**config.mk**
```make
export PLATFORM = sky130hd
export DESIGN_NAME = score_scan_driver
export DESIGN_NICKNAME = d
export VERILOG_FILES = /design/src/rtl/pong_disp_pkg.sv /design/src/rtl/seg7_decode.sv /design/src/rtl/score_scan_driver.sv
export SDC_FILE = /design/constraint.sdc
export NUM_CORES = 1
export LEC_CHECK = 0
export ABC_CLOCK_PERIOD_IN_PS = 8550
export BUFFER_PORTS_ARGS = -buffer_cell sky130_fd_sc_hd__buf_2
export CAP_MARGIN = 15
export CORE_MARGIN = 2
export CORE_UTILIZATION = 23
export CTS_CLUSTER_DIAMETER = 50
export DETAILED_ROUTE_END_ITERATION = 12
export SETUP_SLACK_MARGIN = 0.5
export SYNTH_ARGS = -nofsm -noshare
export SYNTH_HDL_FRONTEND = slang
export SYNTH_HIERARCHICAL = 1
export SYNTH_SLANG_ARGS = --single-unit
export TNS_END_PERCENT = 10
```
**constraint.sdc**
```tcl
create_clock -name clk -period 8.55 [get_ports clk]
set_input_delay 0.855 -clock clk [delete_from_list [all_inputs] [get_ports clk]]
set_output_delay 0.855 -clock clk [all_outputs]
set_load 0.05 [all_outputs]
```
**src/rtl/pong_disp_pkg.sv**
```systemverilog
// Shared constants for the pong score display path.
// Holds the active-low seven-segment patterns (bit7 = dp, bits6..0 = g..a),
// the active-low digit-enable patterns of the four scan slots, the winner
// encoding produced by the game core and the slot-index type of the scan.
package pong_disp_pkg;

    // Segment patterns, active-low, decimal point off
    localparam logic [7:0] SEG_0     = 8'hC0;
    localparam logic [7:0] SEG_1     = 8'hF9;
    localparam logic [7:0] SEG_2     = 8'hA4;
    localparam logic [7:0] SEG_3     = 8'hB0;
    localparam logic [7:0] SEG_4     = 8'h99;
    localparam logic [7:0] SEG_5     = 8'h92;
    localparam logic [7:0] SEG_6     = 8'h82;
    localparam logic [7:0] SEG_7     = 8'hF8;
    localparam logic [7:0] SEG_8     = 8'h80;
    localparam logic [7:0] SEG_9     = 8'h90;
    localparam logic [7:0] SEG_BLANK = 8'hFF;

    // Digit enables, active-low, one slot at a time
    localparam logic [3:0] AN_SLOT0  = 4'b1110;
    localparam logic [3:0] AN_SLOT1  = 4'b1101;
    localparam logic [3:0] AN_SLOT2  = 4'b1011;
    localparam logic [3:0] AN_SLOT3  = 4'b0111;
    localparam logic [3:0] AN_OFF    = 4'b1111;

    // Winner encoding from the game core; 2'b11 is treated like WIN_NONE
    localparam logic [1:0] WIN_NONE  = 2'b00;
    localparam logic [1:0] WIN_P1    = 2'b01;
    localparam logic [1:0] WIN_P2    = 2'b10;

    // Scan slots in display order
    typedef enum logic [1:0] {
        SLOT_P2_ONES = 2'd0,
        SLOT_P2_TENS = 2'd1,
        SLOT_P1_ONES = 2'd2,
        SLOT_P1_TENS = 2'd3
    } slot_e;

    // True only for a real game-over; the unused code 2'b11 never blinks
    function automatic logic win_active(input logic [1:0] w);
        return (w == WIN_P1) || (w == WIN_P2);
    endfunction

endpackage

```
**src/rtl/seg7_decode.sv**
```systemverilog
// Combinational BCD digit to seven-segment decoder.
// Ports:
//   digit - 4-bit decimal digit; codes 10..15 decode to a blank pattern
//   blank - forces the blank pattern regardless of digit
//   seg   - active-low pattern, bit7 = dp (always off), bits6..0 = g..a
module seg7_decode
    import pong_disp_pkg::*;
(
    input  logic [3:0] digit,
    input  logic       blank,
    output logic [7:0] seg
);

    // Digit lookup with blank override
    always_comb begin
        seg = SEG_BLANK;
        if (blank) begin
            seg = SEG_BLANK;
        end else begin
            case (digit)
                4'd0:    seg = SEG_0;
                4'd1:    seg = SEG_1;
                4'd2:    seg = SEG_2;
                4'd3:    seg = SEG_3;
                4'd4:    seg = SEG_4;
                4'd5:    seg = SEG_5;
                4'd6:    seg = SEG_6;
                4'd7:    seg = SEG_7;
                4'd8:    seg = SEG_8;
                4'd9:    seg = SEG_9;
                default: seg = SEG_BLANK;
            endcase
        end
    end

endmodule

```
**src/rtl/score_scan_driver.sv**
```systemverilog
// Time-multiplexed driver for the 4-digit common-anode score display.
// Every REFRESH_DIV clocks one digit slot is emitted: P2 ones, P2 tens,
// P1 ones, P1 tens. Scores and winner are snapshotted once per frame so a
// frame never mixes old and new values. Tens digits of zero are blanked and
// the winner's digits blink with a half-period of BLINK_TICKS slots.
// Ports:
//   clk     - system clock
//   rst     - asynchronous active-low reset
//   score1  - player 1 score, binary 0..31
//   score2  - player 2 score, binary 0..31
//   winner  - 00 none, 01 P1 won, 10 P2 won, 11 treated as none
//   AN      - registered digit enables, active-low, one-hot-zero
//   dispout - registered segments, active-low, bit7 = dp, bits6..0 = g..a
module score_scan_driver
    import pong_disp_pkg::*;
#(
    parameter int REFRESH_DIV = 100000,
    parameter int BLINK_TICKS = 250,
    parameter int SCORE_W     = 5
) (
    input  logic               clk,
    input  logic               rst,
    input  logic [SCORE_W-1:0] score1,
    input  logic [SCORE_W-1:0] score2,
    input  logic [1:0]         winner,
    output logic [3:0]         AN,
    output logic [7:0]         dispout
);

    localparam int DIV_W = (REFRESH_DIV > 1) ? $clog2(REFRESH_DIV) : 1;
    localparam int BLK_W = (BLINK_TICKS > 1) ? $clog2(BLINK_TICKS) : 1;
    localparam logic [DIV_W-1:0] DIV_LAST = DIV_W'(REFRESH_DIV - 1);
    localparam logic [BLK_W-1:0] BLK_LAST = BLK_W'(BLINK_TICKS - 1);

    // Binary score to {tens, ones}; valid for 0..39, tens never exceeds 3
    function automatic logic [7:0] dec_split(input logic [SCORE_W-1:0] v);
        logic [3:0]         tens;
        logic [SCORE_W-1:0] rem;
        if (v >= SCORE_W'(30)) begin
            tens = 4'd3;
            rem  = v - SCORE_W'(30);
        end else if (v >= SCORE_W'(20)) begin
            tens = 4'd2;
            rem  = v - SCORE_W'(20);
        end else if (v >= SCORE_W'(10)) begin
            tens = 4'd1;
            rem  = v - SCORE_W'(10);
        end else begin
            tens = 4'd0;
            rem  = v;
        end
        return {tens, 4'(rem)};
    endfunction

    logic [DIV_W-1:0]   div_r;
    slot_e              slot_r;
    logic [SCORE_W-1:0] snap1_r;
    logic [SCORE_W-1:0] snap2_r;
    logic [1:0]         snap_win_r;
    logic [BLK_W-1:0]   blink_cnt_r;
    logic               hidden_r;
    logic [3:0]         an_r;
    logic [7:0]         seg_r;

    logic               tick_s;
    logic               win_active_s;
    logic               hidden_next_s;
    logic [7:0]         split1_s;
    logic [7:0]         split2_s;
    logic [3:0]         digit_s;
    logic               is_tens_s;
    logic               p1_slot_s;
    logic [3:0]         an_s;
    logic               own_s;
    logic               blank_s;
    logic [7:0]         seg_s;

    assign tick_s       = (div_r == DIV_LAST);
    assign win_active_s = win_active(snap_win_r);
    assign AN           = an_r;
    assign dispout      = seg_r;

    // Blink phase that applies to the digit emitted on this tick, so a wrap
    // coinciding with a tick already affects that digit
    always_comb begin
        hidden_next_s = 1'b0;
        if (!win_active_s) begin
            hidden_next_s = 1'b0;
        end else if (tick_s && (blink_cnt_r == BLK_LAST)) begin
            hidden_next_s = ~hidden_r;
        end else begin
            hidden_next_s = hidden_r;
        end
    end

    // Select digit, position and enable for the slot being emitted
    always_comb begin
        split1_s  = dec_split(snap1_r);
        split2_s  = dec_split(snap2_r);
        digit_s   = 4'd0;
        is_tens_s = 1'b0;
        p1_slot_s = 1'b0;
        an_s      = AN_OFF;
        case (slot_r)
            SLOT_P2_ONES: begin
                digit_s = split2_s[3:0];
                an_s    = AN_SLOT0;
            end
            SLOT_P2_TENS: begin
                digit_s   = split2_s[7:4];
                is_tens_s = 1'b1;
                an_s      = AN_SLOT1;
            end
            SLOT_P1_ONES: begin
                digit_s   = split1_s[3:0];
                p1_slot_s = 1'b1;
                an_s      = AN_SLOT2;
            end
            SLOT_P1_TENS: begin
                digit_s   = split1_s[7:4];
                is_tens_s = 1'b1;
                p1_slot_s = 1'b1;
                an_s      = AN_SLOT3;
            end
            default: begin
                digit_s = 4'd0;
                an_s    = AN_OFF;
            end
        endcase
    end

    // Blank a zero tens digit, or the winner's digits in the hidden phase
    always_comb begin
        own_s = ((snap_win_r == WIN_P1) && p1_slot_s) ||
                ((snap_win_r == WIN_P2) && !p1_slot_s);
        if (is_tens_s && (digit_s == 4'd0)) begin
            blank_s = 1'b1;
        end else if (hidden_next_s && own_s) begin
            blank_s = 1'b1;
        end else begin
            blank_s = 1'b0;
        end
    end

    seg7_decode u_seg7_decode (
        .digit (digit_s),
        .blank (blank_s),
        .seg   (seg_s)
    );

    // Slot-rate divider: wraps to zero on the tick cycle
    always_ff @(posedge clk or negedge rst) begin
        if (!rst) begin
            div_r <= '0;
        end else if (tick_s) begin
            div_r <= '0;
        end else begin
            div_r <= div_r + DIV_W'(1);
        end
    end

    // Scan sequencer: emit the current slot, advance, snapshot at frame end
    always_ff @(posedge clk or negedge rst) begin
        if (!rst) begin
            slot_r     <= SLOT_P2_ONES;
            snap1_r    <= '0;
            snap2_r    <= '0;
            snap_win_r <= WIN_NONE;
            an_r       <= AN_OFF;
            seg_r      <= SEG_BLANK;
        end else if (tick_s) begin
            an_r   <= an_s;
            seg_r  <= seg_s;
            slot_r <= slot_e'(slot_r + 2'd1);
            // The slot-3 tick closes the frame; the next frame uses fresh values
            if (slot_r == SLOT_P1_TENS) begin
                snap1_r    <= score1;
                snap2_r    <= score2;
                snap_win_r <= winner;
            end
        end
    end

    // Blink timer: counts ticks only while the snapshot holds a winner
    always_ff @(posedge clk or negedge rst) begin
        if (!rst) begin
            blink_cnt_r <= '0;
            hidden_r    <= 1'b0;
        end else if (!win_active_s) begin
            blink_cnt_r <= '0;
            hidden_r    <= 1'b0;
        end else if (tick_s) begin
            hidden_r <= hidden_next_s;
            if (blink_cnt_r == BLK_LAST) begin
                blink_cnt_r <= '0;
            end else begin
                blink_cnt_r <= blink_cnt_r + BLK_W'(1);
            end
        end
    end

endmodule
```
## After elaboration in Yosys (flattened, before gate mapping)

Memory sizes are Yosys's and may differ from the RTL's.
Cells that the tools add are included.
Widths: inputs -> output; s select.

| operators by class | value |
|---|---|
| add/sub/neg operators | 9 |
| magnitude comparators | 6 |
| equality and inequality tests | 8 |
| mux-type cells | 27 |
| bitwise operators | 1 |
| reductions and logical operators | 13 |

Operators by type and width:

| operator | number |
|---|---|
| $mux 8 | 4 |
| $pmux 4 s4 | 2 |
| $mux 4 | 6 |
| $ge 5x5->1 const B | 4 |
| $add 17x1->17 const B | 1 |
| $eq 17x17->1 const B | 1 |
| $mux 17 | 1 |
| $sub 4x4->4 const B | 4 |
| $ge 5x4->1 const B | 2 |
| $mux 1 | 10 |
| $add 8x1->8 const B | 1 |
| $eq 8x8->1 const B | 1 |
| $mux 2 | 4 |
| $sub 4x3->4 const B | 2 |
| $eq 2x2->1 const B | 3 |
| $logic_and 1x1->1 | 5 |
| $eq 2x1->1 const B | 2 |
| $logic_not 4->1 | 1 |
| $reduce_or 2->1 | 2 |
| $add 2x1->2 const B | 1 |
| $logic_not 2->1 | 1 |
| $logic_or 1x1->1 | 2 |
| $ne 2x2->1 const B | 1 |
| $reduce_and 2->1 | 1 |
| other kinds (2) | 2 |

| storage, ports and cells | value |
|---|---|
| register bits after elaboration | 52 |
| ROM bits | 112 |
| output and inout bits | 12 |
| logic and storage cells | 74 |
| memories | 1 |

Memory list:

| memory | words | bits a word | rd ports | clocked after Yosys merged registers in | wr ports | line | text |
|---|---|---|---|---|---|---|---|
| (name not given) | 16 | 7 | 1 | 0 | 0 | seg7_decode.sv:20 | `case (digit)` |

## Longest topological paths before layout

| logic depth | value |
|---|---|
| depth in word-level cells | 10 |
| mapped depth | 14 |

## Hierarchy

The synthesis kept the hierarchy.

By module, submodules not included:

| module | instances | cells each | area an instance (um^2) | seq. area each (um^2) |
|---|---|---|---|---|
| score_scan_driver | 1 | 312 | 3017.9 | 1316.3 |
| seg7_decode | 1 | 35 | 247.7 | 0.0 |

## Worst setup path after synthesis

No wires, ideal clock.

| timing | value |
|---|---|
| path kind | reg-to-reg |
| start | register snap1_r[2] |
| end | register seg_r[0] (netlist: dispout[0]) |
| setup time | 0.061 ns |
| arrival time | 2.700 ns |
| data required time | 8.489 ns |
| setup slack | 5.789 ns |
| stages on the path, launching flop included | 12 |
| path buffers | 0 |
| cell sequence | dfrtp_1 -> ha_1 -> and3b_1 -> or2_1 -> a21oi_1 -> nor4_1 -> a211o_1 -> o41ai_2 -> nor2_1 -> a21oi_1 -> nand2_1 -> nand2_1 |

| on the way | value |
|---|---|
| cells in the longest elaborated chain, start to end | 9 |
| elaborated cells on any way between the ends | 18 |
| classes of those cells | add/sub: 3; order compare: 3; mux: 9; reduce/logical: 2; memory: 1 |

Ends and longest elaborated chain:

| item | line | text |
|---|---|---|
| start, declared | score_scan_driver.sv:57 | `logic [SCORE_W-1:0] snap1_r;` |
| start signal, assigned | score_scan_driver.sv:177 | `snap1_r <= score1;` |
| $sub 4x4->4 / $ge 5x4->1 (equally long branches) | score_scan_driver.sv:47, score_scan_driver.sv:45 |  |
| $mux 4 | score_scan_driver.sv:45 | `end else if (v >= SCORE_W'(10)) begin` |
| $mux 4 | score_scan_driver.sv:42 | `end else if (v >= SCORE_W'(20)) begin` |
| $mux 4 * | score_scan_driver.sv:39 | `if (v >= SCORE_W'(30)) begin` |
| $pmux 4 s4 * | score_scan_driver.sv:104 | `case (slot_r)` |
| named net digit_s[2] | score_scan_driver.sv:70 | `logic [3:0] digit_s;` |
| $logic_not 4->1 * | score_scan_driver.sv:136 | `if (is_tens_s && (digit_s == 4'd0)) begin` |
| $logic_and 1x1->1 * | score_scan_driver.sv:136 |  |
| $mux 1 * | score_scan_driver.sv:136 |  |
| named net blank_s | score_scan_driver.sv:75 | `logic blank_s;` |
| $mux 8 * | seg7_decode.sv:17 | `if (blank) begin` |
| named net seg_s[0] | score_scan_driver.sv:76 | `logic [7:0] seg_s;` |
| end signal, assigned | score_scan_driver.sv:173 | `seg_r <= seg_s;` |
| end, declared | score_scan_driver.sv:63 | `logic [7:0] seg_r;` |

The timed path passes the listed nets; every way through them passes the cells marked *.
A chain may end at the register's enable or synchronous reset.

## Final worst setup path

| timing | value |
|---|---|
| start | register snap1_r[1] |
| end | register seg_r[0] (netlist: dispout[0]) |

| on the way | value |
|---|---|
| cells in the longest elaborated chain, start to end | 9 |
| elaborated cells on any way between the ends | 18 |
| classes of those cells | add/sub: 3; order compare: 3; mux: 9; reduce/logical: 2; memory: 1 |

Ends and longest elaborated chain:

| item | line |
|---|---|
| $ge 5x4->1 | score_scan_driver.sv:45 |
| $mux 1 / $mux 4 (equally long branches) | score_scan_driver.sv:45 |
| $mux 2 / $mux 4 (equally long branches) | score_scan_driver.sv:42 |
| $mux 2 / $mux 4 (equally long branches) | score_scan_driver.sv:39 |
| $pmux 4 s4 * | score_scan_driver.sv:104 |
| named net digit_s[0] | score_scan_driver.sv:70 |
| $logic_not 4->1 * | score_scan_driver.sv:136 |
| $logic_and 1x1->1 * | score_scan_driver.sv:136 |
| $mux 1 * | score_scan_driver.sv:136 |
| named net blank_s | score_scan_driver.sv:75 |
| $mux 8 * | seg7_decode.sv:17 |
| named net seg_s[0] | score_scan_driver.sv:76 |

Marked as above.

==> results.json <==
{
  "fin_ws_ns": 5.27,
  "core_area_um2": 13900,
  "slew_headroom_pct": 25.6,
  "synth.most_common_cell": "nand2_1",
  "hold_slack_ns": 0.461,
  "cp-start-kind": "register",
  "fp.dieH_um": 123,
  "synth_area_leaders": "dfrtp_1 31%, ha_1 10%, dfstp_2 9.7%",
  "wl_mm": 6.97,
  "syn_nets": 388,
  "holdPathStages": 2,
  "holdPathEnd": "dispout[3]$_DFFE_PN1N_",
  "crit_chain": "inv_1 -> ha_1 -> nand2b_1 -> a2111oi_4 -> nor2_1 -> a221oi_1 -> o22ai_1 -> o41ai_2 -> nor2_1 -> a21oi_1 -> nand2_1 -> nand2_1",
  "cp.arrival_ns": 3.51,
  "syn-cell-area_um2": 3270,
  "drive_above_1_share_pct": 19.4,
  "rr_worst_depth": 12,
  "cts.path.max_buffers": 2,
  "yosys.area.top_type": "dfrtp_1",
  "numCtsBuffers": 5,
  "dr.pass1.iters": 4,
  "syn_area_per_cell_um2": 9.41,
  "insertion_delay_ns": 0.29,
  "postCtsSetupBuffers": 0,
  "hp-start": "dispout[3]$_DFFE_PN1N_",
  "fin_crit_ns": 3.28,
  "synth_seq_cells": 52,
  "timing.rr.start": "snap1_r[1]$_DFFE_PN0P_",
  "rsz0062_at_grt": "false",
  "vias_per_cell": 4.58,
  "grt_pass1_vias": 2453,
  "max_freq_mhz": 305,
  "synth_flop_cell": "dfrtp_1",
  "gp_congestion": 0.779,
  "yosysTopAreaCellShare_pct": 30.7,
  "critical_path_class": "register to register",
  "crit_family": "compound AO/OA/AOI/OAI gates",
  "synth_warnings": 6,
  "start_util_pct": 23.5,
  "die_width_um": 123,
  "synth-async-reset-ratio_pct": 100,
  "min_path_type": "register to register",
  "worst_pin_slew_ns": 1.11,
  "fin_worst_skew_ns": 0.00439,
  "layout.nets": 411,
  "antenna_found_initial": 0,
  "hold_viol_final": 0,
  "std_cell_rows": 43,
  "critPathMaxStageDelay_ns": 0.70,
  "path_clk_slew_ns": 0.07,
  "required_ns": 8.78,
  "hold_buffers": 0,
  "grt.total_usage_pct": 9.76,
  "p_per_area_nw_per_um2": 139,
  "final_antenna_net_count": 0,
  "clockRootBuffer": "clkbuf_16",
  "placed_cell_area_um2": 3570,
  "place_hpwl_mm": 5.07,
  "area_growth_pct": 14.1,
  "synth.distinct_cells": 63,
  "routedWlPerCell_um": 12.6,
  "ir_drop_mv": 0.0811,
  "htreeDepth": 2,
  "fin_crit_sh_pct": 38.4,
  "synthCells": 347,
  "p_leak_nw": 1.68,
  "rr_endpoint": "dispout[0]$_DFFE_PN1N_",
  "remaining_drc_errors": 0,
  "synth_edf_count": 0,
  "grt_pass1_wl_mm": 11.9,
  "final_cell_area_um2": 3720,
  "crit_path_end_kind": "register",
  "grt_overflow": 0,
  "cts.repair.resized": 0,
  "slew_violations": 0,
  "setup_violations": 0,
  "cp_max_fo": 9,
  "status": "finished, final reports clean",
  "n_antenna_cell": 0,
  "cts_tree": "built",
  "die_area_um2": 15200,
  "ioPinCount": 26,
  "synth-seq-area-share_pct": 40.3,
  "total_power_uw": 516,
  "tns_ns": 0,
  "crit_slowest_cell": "o41ai_2",
  "initialDrtViolationCount": 178,
  "port-buffer-count": 25,
  "vias": 2526,
  "rrSetupSlack_ns": 5.27,
  "clock-sinks": 52,
  "cap_violations": 0,
  "synthTopCellsByCount": "47 x nand2_1, 40 x dfrtp_1, 27 x ha_1, 25 x nor2_1, 20 x a21oi_1",
  "worst-path-buf-inv": 1,
  "preCtsSetupSlack_ns": 5.33,
  "grt_start_max_net_pins": 53
}
## report_power, final
part / internal, mW / switching [mW]
clock network: 0.116 / 0.0884
registers: 0.249 / 0.00562
logic: 0.0237 / 0.0336
total: 0.388 / 0.128
## worst max path at each step
| stage | end | startpoint | slack (ns) | cells after the start |
|---|---|---|---|---|
| after detailed placement | dispout[0]$_DFFE_PN1N_ | snap1_r[1]$_DFFE_PN0P_ | 5.33 | 12 |
| after CTS | dispout[0]$_DFFE_PN1N_ | snap1_r[1]$_DFFE_PN0P_ | 5.30 | 12 |
| after floorplan | dispout[0]$_DFFE_PN1N_ | snap1_r[2]$_DFFE_PN0P_ | 5.79 | 11 |
| after global placement | dispout[0]$_DFFE_PN1N_ | snap1_r[1]$_DFFE_PN0P_ | 5.44 | 12 |
| after global routing | dispout[0]$_DFFE_PN1N_ | snap1_r[1]$_DFFE_PN0P_ | 4.95 | 12 |
| final | dispout[0]$_DFFE_PN1N_ | snap1_r[1]$_DFFE_PN0P_ | 5.27 | 12 |
## final cells by class
| type | instances | area (um^2) |
|---|---|---|
| fillers | 1488 | 10200 |
| multi-input cells | 267 | 1830 |
| flip-flops and latches | 52 | 1320 |
| well taps | 180 | 225 |
| repair buffers | 28 | 145 |
| clock buffers | 6 | 139 |
| inverters | 16 | 60.1 |
| clock inverters | 2 | 10.0 |
## state kept, by name, indices dropped and copies added (netlist names)
| signal | cells |
|---|---|
| snap2_r | 5 |
| AN | 4 |
| dispout | 8 |
| snap_win_r | 2 |
| snap1_r | 5 |
| blink_cnt_r | 8 |
| slot_r | 2 |
| hidden_r | 1 |
| div_r | 17 |
## kinds of logic (layout without fill, tap and decap cells)
group / Yosys count / after routing / synth area share [%]
and+or+nand+nor: 144 / 144 / 23.0
AOI/OAI and AO/OA: 60 / 60 / 12.1
DFF: 52 / 52 / 40.3
buffers and inverters: 28 / 52 / 3.68
adders and majority gates: 27 / 27 / 10.3
xor gates and xnor gates: 19 / 19 / 5.10
muxes: 16 / 16 / 5.44
other: 1 / 1 / 0.115
## worst min-delay path: stages (launching register included)
cell and delay (ns):
dfstp_2 0.37, nand2_1 0.05, nand2_1 0.04
## per-stage QoR
step                cells  util [%]
floorplan             347         -
global placement      542      25.7
detailed placement    542      25.7
CTS                   550      26.8
global route          551      26.8
finish                551      26.8
## layout by cell type (no fill, tap or decap), types with 5 or more instances in the layout
cell type	count
dfstp_2	12
nor3_1	8
o21ai_0	15
a21oi_1	20
buf_2	25
nand2b_1	7
clkbuf_16	5
mux2_2	14
nand3_1	13
xor2_1	7
ha_1	27
nor2_1	25
inv_1	16
and3_1	10
nand2_1	47
xnor2_1	12
dfrtp_1	40
## layer usage
metal	up-vias	track usage, %	wire, um
met5	-	0	0
met4	0	2.34	65
met3	6	1.80	169
met2	40	16.5	3440
met1	1231	12.8	3290
li1	1249	-	-
Power figures use the tool's default switching activity.
